`src/rtl/branch_recovery_ctrl_pkg.sv`:
```
// Shared widths, FSM encoding and queue entry layout for the branch recovery controller.
package branch_recovery_ctrl_pkg;

   localparam int WORD_LEN = 32;

   // RUN = normal speculation, FLUSH = squashing wrong-path fetch after a mispredict.
   typedef enum logic {
      ST_RUN   = 1'b0,
      ST_FLUSH = 1'b1
   } state_e;

   // One in-flight branch as predicted by IF.
   typedef struct packed {
      logic [WORD_LEN-1:0] pc;
      logic                taken;
      logic [WORD_LEN-1:0] target;
   } bp_entry_t;

   localparam int ENTRY_W = $bits(bp_entry_t);

   // Fall-through address of a branch; wraps at 32 bits.
   function automatic logic [WORD_LEN-1:0] seq_pc(input logic [WORD_LEN-1:0] pc);
      return pc + WORD_LEN'(4);
   endfunction

endpackage

```
`src/rtl/bp_inflight_fifo.sv`:
```
// In-order circular queue of predicted branches. Clear has priority over push/pop.
// Interface contract: push is accepted when not full or when a pop happens in the
// same cycle; pop is accepted only when not empty; rejected requests have no effect.
module bp_inflight_fifo #(
   parameter int DEPTH    = 4,
   parameter int PTR_BITS = 2,
   parameter int W        = 8
) (
   input  logic              clk,
   input  logic              rst,
   input  logic              push,
   input  logic              pop,
   input  logic              clear,
   input  logic [W-1:0]      wr_data,
   output logic              full,
   output logic              empty,
   output logic [PTR_BITS:0] occupancy,
   output logic [W-1:0]      head_data
);

   logic [W-1:0]        mem_q [DEPTH];
   logic [PTR_BITS-1:0] rd_ptr_q, rd_ptr_d;
   logic [PTR_BITS-1:0] wr_ptr_q, wr_ptr_d;
   logic [PTR_BITS:0]   occ_q, occ_d;
   logic                do_push;
   logic                do_pop;

   assign full      = (occ_q == (PTR_BITS+1)'(DEPTH));
   assign empty     = (occ_q == '0);
   assign occupancy = occ_q;
   assign head_data = mem_q[rd_ptr_q];
   assign do_push   = push && (!full || pop);
   assign do_pop    = pop && !empty;

   // Next pointer / occupancy values; clear resets the queue and drops any push.
   always_comb begin
      rd_ptr_d = rd_ptr_q;
      wr_ptr_d = wr_ptr_q;
      occ_d    = occ_q;
      if (clear) begin
         rd_ptr_d = '0;
         wr_ptr_d = '0;
         occ_d    = '0;
      end else begin
         if (do_push) wr_ptr_d = wr_ptr_q + PTR_BITS'(1);
         if (do_pop)  rd_ptr_d = rd_ptr_q + PTR_BITS'(1);
         case ({do_push, do_pop})
            2'b10:   occ_d = occ_q + (PTR_BITS+1)'(1);
            2'b01:   occ_d = occ_q - (PTR_BITS+1)'(1);
            default: occ_d = occ_q;
         endcase
      end
   end

   // Pointer and occupancy registers.
   always_ff @(posedge clk) begin
      if (rst) begin
         rd_ptr_q <= '0;
         wr_ptr_q <= '0;
         occ_q    <= '0;
      end else begin
         rd_ptr_q <= rd_ptr_d;
         wr_ptr_q <= wr_ptr_d;
         occ_q    <= occ_d;
      end
   end

   // Entry storage; contents are only meaningful between rd and wr pointers.
   always_ff @(posedge clk) begin
      if (do_push && !clear) mem_q[wr_ptr_q] <= wr_data;
   end

endmodule

```
`src/rtl/branch_recovery_ctrl.sv`:
```
// Tracks predicted branches, matches ID resolutions against the oldest one, trains
// the predictor and runs the flush/redirect sequence on a misprediction.
module branch_recovery_ctrl
   import branch_recovery_ctrl_pkg::*;
#(
   parameter int DEPTH        = 4,
   parameter int PTR_BITS     = 2,
   parameter int FLUSH_CYCLES = 2
) (
   input  logic                clk,
   input  logic                rst,
   input  logic                pred_valid,
   input  logic [WORD_LEN-1:0] pred_pc,
   input  logic                pred_taken,
   input  logic [WORD_LEN-1:0] pred_target,
   input  logic                res_valid,
   input  logic                res_taken,
   input  logic [WORD_LEN-1:0] res_target,
   output logic                bp_update_en,
   output logic [WORD_LEN-1:0] bp_update_pc,
   output logic                bp_actual_taken,
   output logic                flush,
   output logic                redirect_valid,
   output logic [WORD_LEN-1:0] redirect_pc,
   output logic                stall_fetch,
   output logic [PTR_BITS:0]   occupancy,
   output logic                orphan_err
);

   localparam int CNT_W = $clog2(FLUSH_CYCLES + 1);

   state_e              state_q, state_d;
   logic [CNT_W-1:0]    cnt_q, cnt_d;
   logic                upd_en_q, upd_en_d;
   logic [WORD_LEN-1:0] upd_pc_q, upd_pc_d;
   logic                act_q, act_d;
   logic                rdv_q, rdv_d;
   logic [WORD_LEN-1:0] rpc_q, rpc_d;
   logic                orphan_q, orphan_d;

   logic                in_run;
   logic                fifo_push, fifo_pop, fifo_clear;
   logic                fifo_full, fifo_empty;
   logic [PTR_BITS:0]   fifo_occ;
   logic [ENTRY_W-1:0]  head_raw;
   bp_entry_t           head;
   bp_entry_t           new_entry;
   logic                mispredict;
   logic                orphan_hit;

   assign in_run     = (state_q == ST_RUN);
   assign new_entry  = '{pc: pred_pc, taken: pred_taken, target: pred_target};
   assign head       = bp_entry_t'(head_raw);
   assign fifo_push  = pred_valid && in_run;
   assign fifo_pop   = res_valid && in_run && !fifo_empty;
   assign orphan_hit = res_valid && in_run && fifo_empty;
   assign mispredict = fifo_pop &&
                       ((res_taken != head.taken) || (res_taken && (res_target != head.target)));
   assign fifo_clear = mispredict;

   bp_inflight_fifo #(
      .DEPTH    (DEPTH),
      .PTR_BITS (PTR_BITS),
      .W        (ENTRY_W)
   ) u_fifo (
      .clk       (clk),
      .rst       (rst),
      .push      (fifo_push),
      .pop       (fifo_pop),
      .clear     (fifo_clear),
      .wr_data   (new_entry),
      .full      (fifo_full),
      .empty     (fifo_empty),
      .occupancy (fifo_occ),
      .head_data (head_raw)
   );

   assign stall_fetch     = fifo_full;
   assign occupancy       = fifo_occ;
   assign flush           = (state_q == ST_FLUSH);
   assign bp_update_en    = upd_en_q;
   assign bp_update_pc    = upd_pc_q;
   assign bp_actual_taken = act_q;
   assign redirect_valid  = rdv_q;
   assign redirect_pc     = rpc_q;
   assign orphan_err      = orphan_q;

   // Next state, flush counter, one-cycle update/redirect pulses and sticky orphan flag.
   always_comb begin
      state_d  = state_q;
      cnt_d    = cnt_q;
      upd_en_d = fifo_pop;
      upd_pc_d = fifo_pop ? head.pc : '0;
      act_d    = fifo_pop && res_taken;
      rdv_d    = mispredict;
      rpc_d    = '0;
      orphan_d = orphan_q || orphan_hit;
      if (mispredict) rpc_d = res_taken ? res_target : seq_pc(head.pc);
      case (state_q)
         ST_RUN: begin
            if (mispredict) begin
               state_d = ST_FLUSH;
               cnt_d   = CNT_W'(FLUSH_CYCLES);
            end
         end
         ST_FLUSH: begin
            if (cnt_q == CNT_W'(1)) begin
               state_d = ST_RUN;
               cnt_d   = '0;
            end else begin
               cnt_d = cnt_q - CNT_W'(1);
            end
         end
         default: begin
            state_d = ST_RUN;
            cnt_d   = '0;
         end
      endcase
   end

   // Control and output registers.
   always_ff @(posedge clk) begin
      if (rst) begin
         state_q  <= ST_RUN;
         cnt_q    <= '0;
         upd_en_q <= 1'b0;
         upd_pc_q <= '0;
         act_q    <= 1'b0;
         rdv_q    <= 1'b0;
         rpc_q    <= '0;
         orphan_q <= 1'b0;
      end else begin
         state_q  <= state_d;
         cnt_q    <= cnt_d;
         upd_en_q <= upd_en_d;
         upd_pc_q <= upd_pc_d;
         act_q    <= act_d;
         rdv_q    <= rdv_d;
         rpc_q    <= rpc_d;
         orphan_q <= orphan_d;
      end
   end

endmodule

```
`config.mk`:
```
export PLATFORM = sky130hd
export DESIGN_NAME = branch_recovery_ctrl
export DESIGN_NICKNAME = d
export VERILOG_FILES = /design/src/rtl/branch_recovery_ctrl_pkg.sv /design/src/rtl/bp_inflight_fifo.sv /design/src/rtl/branch_recovery_ctrl.sv
export SDC_FILE = /design/constraint.sdc
export NUM_CORES = 1
export LEC_CHECK = 0
export ABC_AREA = 1
export BUFFER_PORTS_ARGS = -buffer_cell sky130_fd_sc_hd__buf_4
export CORE_MARGIN = 1
export CORE_UTILIZATION = 42
export CTS_CLUSTER_SIZE = 30
export DETAILED_ROUTE_END_ITERATION = 10
export SLEW_MARGIN = 15
export SYNTH_ARGS = -nofsm -noshare
export SYNTH_HDL_FRONTEND = slang
export SYNTH_SLANG_ARGS = --single-unit
```
`constraint.sdc`:
```
create_clock -name clk -period 6.6 [get_ports clk]
set_input_delay 1.32 -clock clk [delete_from_list [all_inputs] [get_ports clk]]
set_output_delay 1.32 -clock clk [all_outputs]
set_load 0.01 [all_outputs]
```
==> results by group <==
Outcome
  – Status: finished clean

STA
  – Final setup fails: 0
  – Final Hold Viols: 0
  – Period utilization: 65.4%
  – Unrepaired setup endpoints after global routing: no
  – Final slew viol count: 0
  – Rel. slew slack: 28.0%
  – Fmax: 232 MHz
  – Setup TNS Final: 0 ns
  – PnR worst setup slack: 2.28 ns
  – Final hold slack: 0.477 ns
  – Period minus WS final: 4.32 ns
  – Tightest Pin Transition: 1.08 ns
  – Skew final: 0.0229 ns

Critical path
  – Nature of the critical path startpoint: flop
  – R2R Setup Slk: approximately 2.3 ns
  – Crit path required time: 6.77 ns
  – Arrival @ worst endpoint: 4.49 ns
  – WS Path Type: reg -> reg
  – CP max FO: 80
  – Setup crit end kind: flop

Die
  – Placement Rows: between 60 and 70
  – Die Ht: between 150 and 200 um
  – Core area: 32,900 um2
  – Die ar.: 34,400 um2
  – Die width: about 190 um
  – Initial Util: 43.1%
  – Io pins: about 180

Global route
  – Total global routing track utilization: between 20% and 30%
  – Largest net degree at the start of global routing: 131
  – Vias in the first global route: 9,597
  – First-pass GRT wire length: 57.0 mm
  – Remaining Overflow, GRT: 0
  – Initial antenna violation count: 0

Pwr
  – Switching power: approximately 0.0024 W
  – PD cells: 404 nW/um2
  – Static leakage: a little under 7 nW
  – Seq pwr share: 41.4%
  – Logic pwr share: between 30% and 40%
  – Switching part of the total: 35.7%
  – Pint: 0.00436 W
  – Peak VDD IR: 0.252 mV
  – Clock group share of total power: 27.3%

CTS
  – Max Root-Sink Buffers: 3
  – Htree depth: 2
  – CTS Root Cell: clkbuf_16
  – Postcts setup bufs: 0
  – CTS tree: built
  – TritonCTS buffer count: 37
  – CTS Sinks: 340
  – Post-CTS Resized: 0
  – Clk_lat worst skew: 0.52 ns
  – # hold bufs at CTS: 0
  – Clock slew at reported path FFs: 0.06 ns

Synthesis
  – Syn_nets: 1,459
  – Synth warn: 0
  – Synthesized area per cell: 10.5 um2
  – Mapped Area: between 10,000 and 15,000 um2
  – Gate Count Post-Synth: 1,349
  – Cells taking the most area after synthesis: edfxtp_1 55%, nand2_1 12%, dfxtp_1 11%, nand3_1 5.2%, nor2_1 3.3%
  – Share of the synthesized area in the top cell type: between 50% and 60%
  – Seq/Total Area, Yosys: 66.5%
  – Count of cell types in the netlist: 42
  – Yosys reg bits: 340
  – Area leader, netlist: edfxtp_1

Placement
  – Area post-placement: around 16,000 um2
  – DP Worst Slack: 2.26 ns
  – Port Buf Inserts: around 170
  – Global placement routability congestion: approximately 0.9
  – DP Wirelength: 24.9 mm

Routing
  – DR iter-0 viols: 886
  – Vias: 10.1k
  – Antenna viol nets, final: 0
  – Via/cell ratio: 5.07
  – DR pass1 iterations: 5
  – DRC: 0
  – DR WL/cell: 19.1 um
  – Post-Route WL: 37.8 mm

Cells and area
  – Nets: 1,627
  – Ratio of cells with drive above 1 in the final layout: 18.4%
  – Design Area, Final: 16,800 um2
  – Syn-to-layout area delta: 18.6%

Min path
  – Hold crit path type: reg -> reg

Job
  – Max Cap Violations: 0
stage by stage:
step / utilization, % / cells / total power [W]
2_1_floorplan: - / 1349 / 0.00432
3_3_place_gp: 47.8 / 1920 / 0.00495
3_5_place_dp: 47.8 / 1920 / 0.00496
4_1_cts: 51.1 / 1984 / 0.00681
5_1_grt: 51.1 / 1984 / 0.00718
6_report: 51.1 / 1985 / 0.00678
registers in the layout, summed over array words and instances, names as in the netlist, named ones only:
register / cells
orphan_err: 1
u_fifo.mem_q: 260
bp_update_en: 1
u_fifo.occupancy: 3
u_fifo.rd_ptr_q: 2
cnt_q: 2
redirect_valid: 1
flush: 1
u_fifo.wr_ptr_q: 2
bp_actual_taken: 1
bp_update_pc: 32
redirect_pc: 32
final cells by class:
| type | instances | area, um2 |
|---|---|---|
| inverters | 77 | 294 |
| fillers | 3023 | 16100 |
| repair buffers | 185 | 1430 |
| clock buffers | 57 | 1020 |
| clock inverters | 7 | 40.0 |
| multi-input cells | 876 | 4030 |
| flip-flops and latches | 340 | 9410 |
| diodes | 1 | 2.50 |
| well taps | 442 | 553 |
path summary, 6_finish.rpt:
kind	startpoint	end	depth (start not counted)
worst max-delay path	flop	u_fifo.mem_q[2][61]	14
worst min-delay path	u_fifo.rd_ptr_q[1]	flop	2
worst max register to register	flop	u_fifo.mem_q[2][61]	14
worst min register to register	u_fifo.rd_ptr_q[1]	flop	2
cell families after synthesis:
| group | after synthesis | share of synthesized area, % |
|---|---|---|
| fa+ha+maj | 8 | 0.760 |
| simple gates | 766 | 23.1 |
| flops | 340 | 66.5 |
| buf+inv | 133 | 5.28 |
| compound gates | 80 | 3.08 |
| xor+xnor | 22 | 1.36 |
power groups by stage:
stage,registers (W),logic (W),clock network (W)
floorplan,0.00284,0.00148,0
global placement,0.00285,0.00210,0
detailed placement,0.00285,0.00211,0
CTS,0.00281,0.00212,0.00188
global route,0.00284,0.00236,0.00198
finish,0.00281,0.00212,0.00185
worst max-delay path, cell delays in order, from the launching register on:
cell	delay [ns]
dfxtp_4	0.73
buf_4	0.77
nand2_1	0.10
nand3_1	0.11
nand2_1	0.09
nand2_1	0.06
o21ai_0	0.08
nor2_1	0.20
nand3_1	0.13
nor2_1	0.19
nand3_2	0.16
nand2_2	0.15
nand2_1	0.24
nor2_4	0.51
buf_12	0.37
layer usage:
layer | global-route usage [%] | share of wire (%)
met5 | 0 | 0
met4 | 7.51 | 2.9
met3 | 4.05 | 7.3
met2 | 35.3 | 47
met1 | 30.9 | 43
placed cells by master (no fill, tap or decap), drive strengths merged, types with 9 or more instances in the layout:
cell type  netlist  final
xor2            16     16
nand2          450    450
inv             77     77
buf             49    185
nor3             9      9
nand3          152    152
nor2           139    139
dfxtp           80     80
edfxtp         260    260
o21ai           40     40
clkbuf           7     57
a21oi           33     33
cell usage after synthesis (all sizes together):
cell type,n
nand2,450
edfxtp,260
nand3,152
nor2,139
dfxtp,80
inv,77
buf,49
o21ai,40
a21oi,33
xor2,16
nor3,9
clkbuf,7
ha,7
nand3b,6
nand4,6
xnor2,6
a32o,2
or2,2
a22oi,1
a31oi,1
a32oi,1
and2b,1
fa,1
nor3b,1
o211ai,1
o22ai,1
Note: power is estimated with default switching activity, not from simulation.
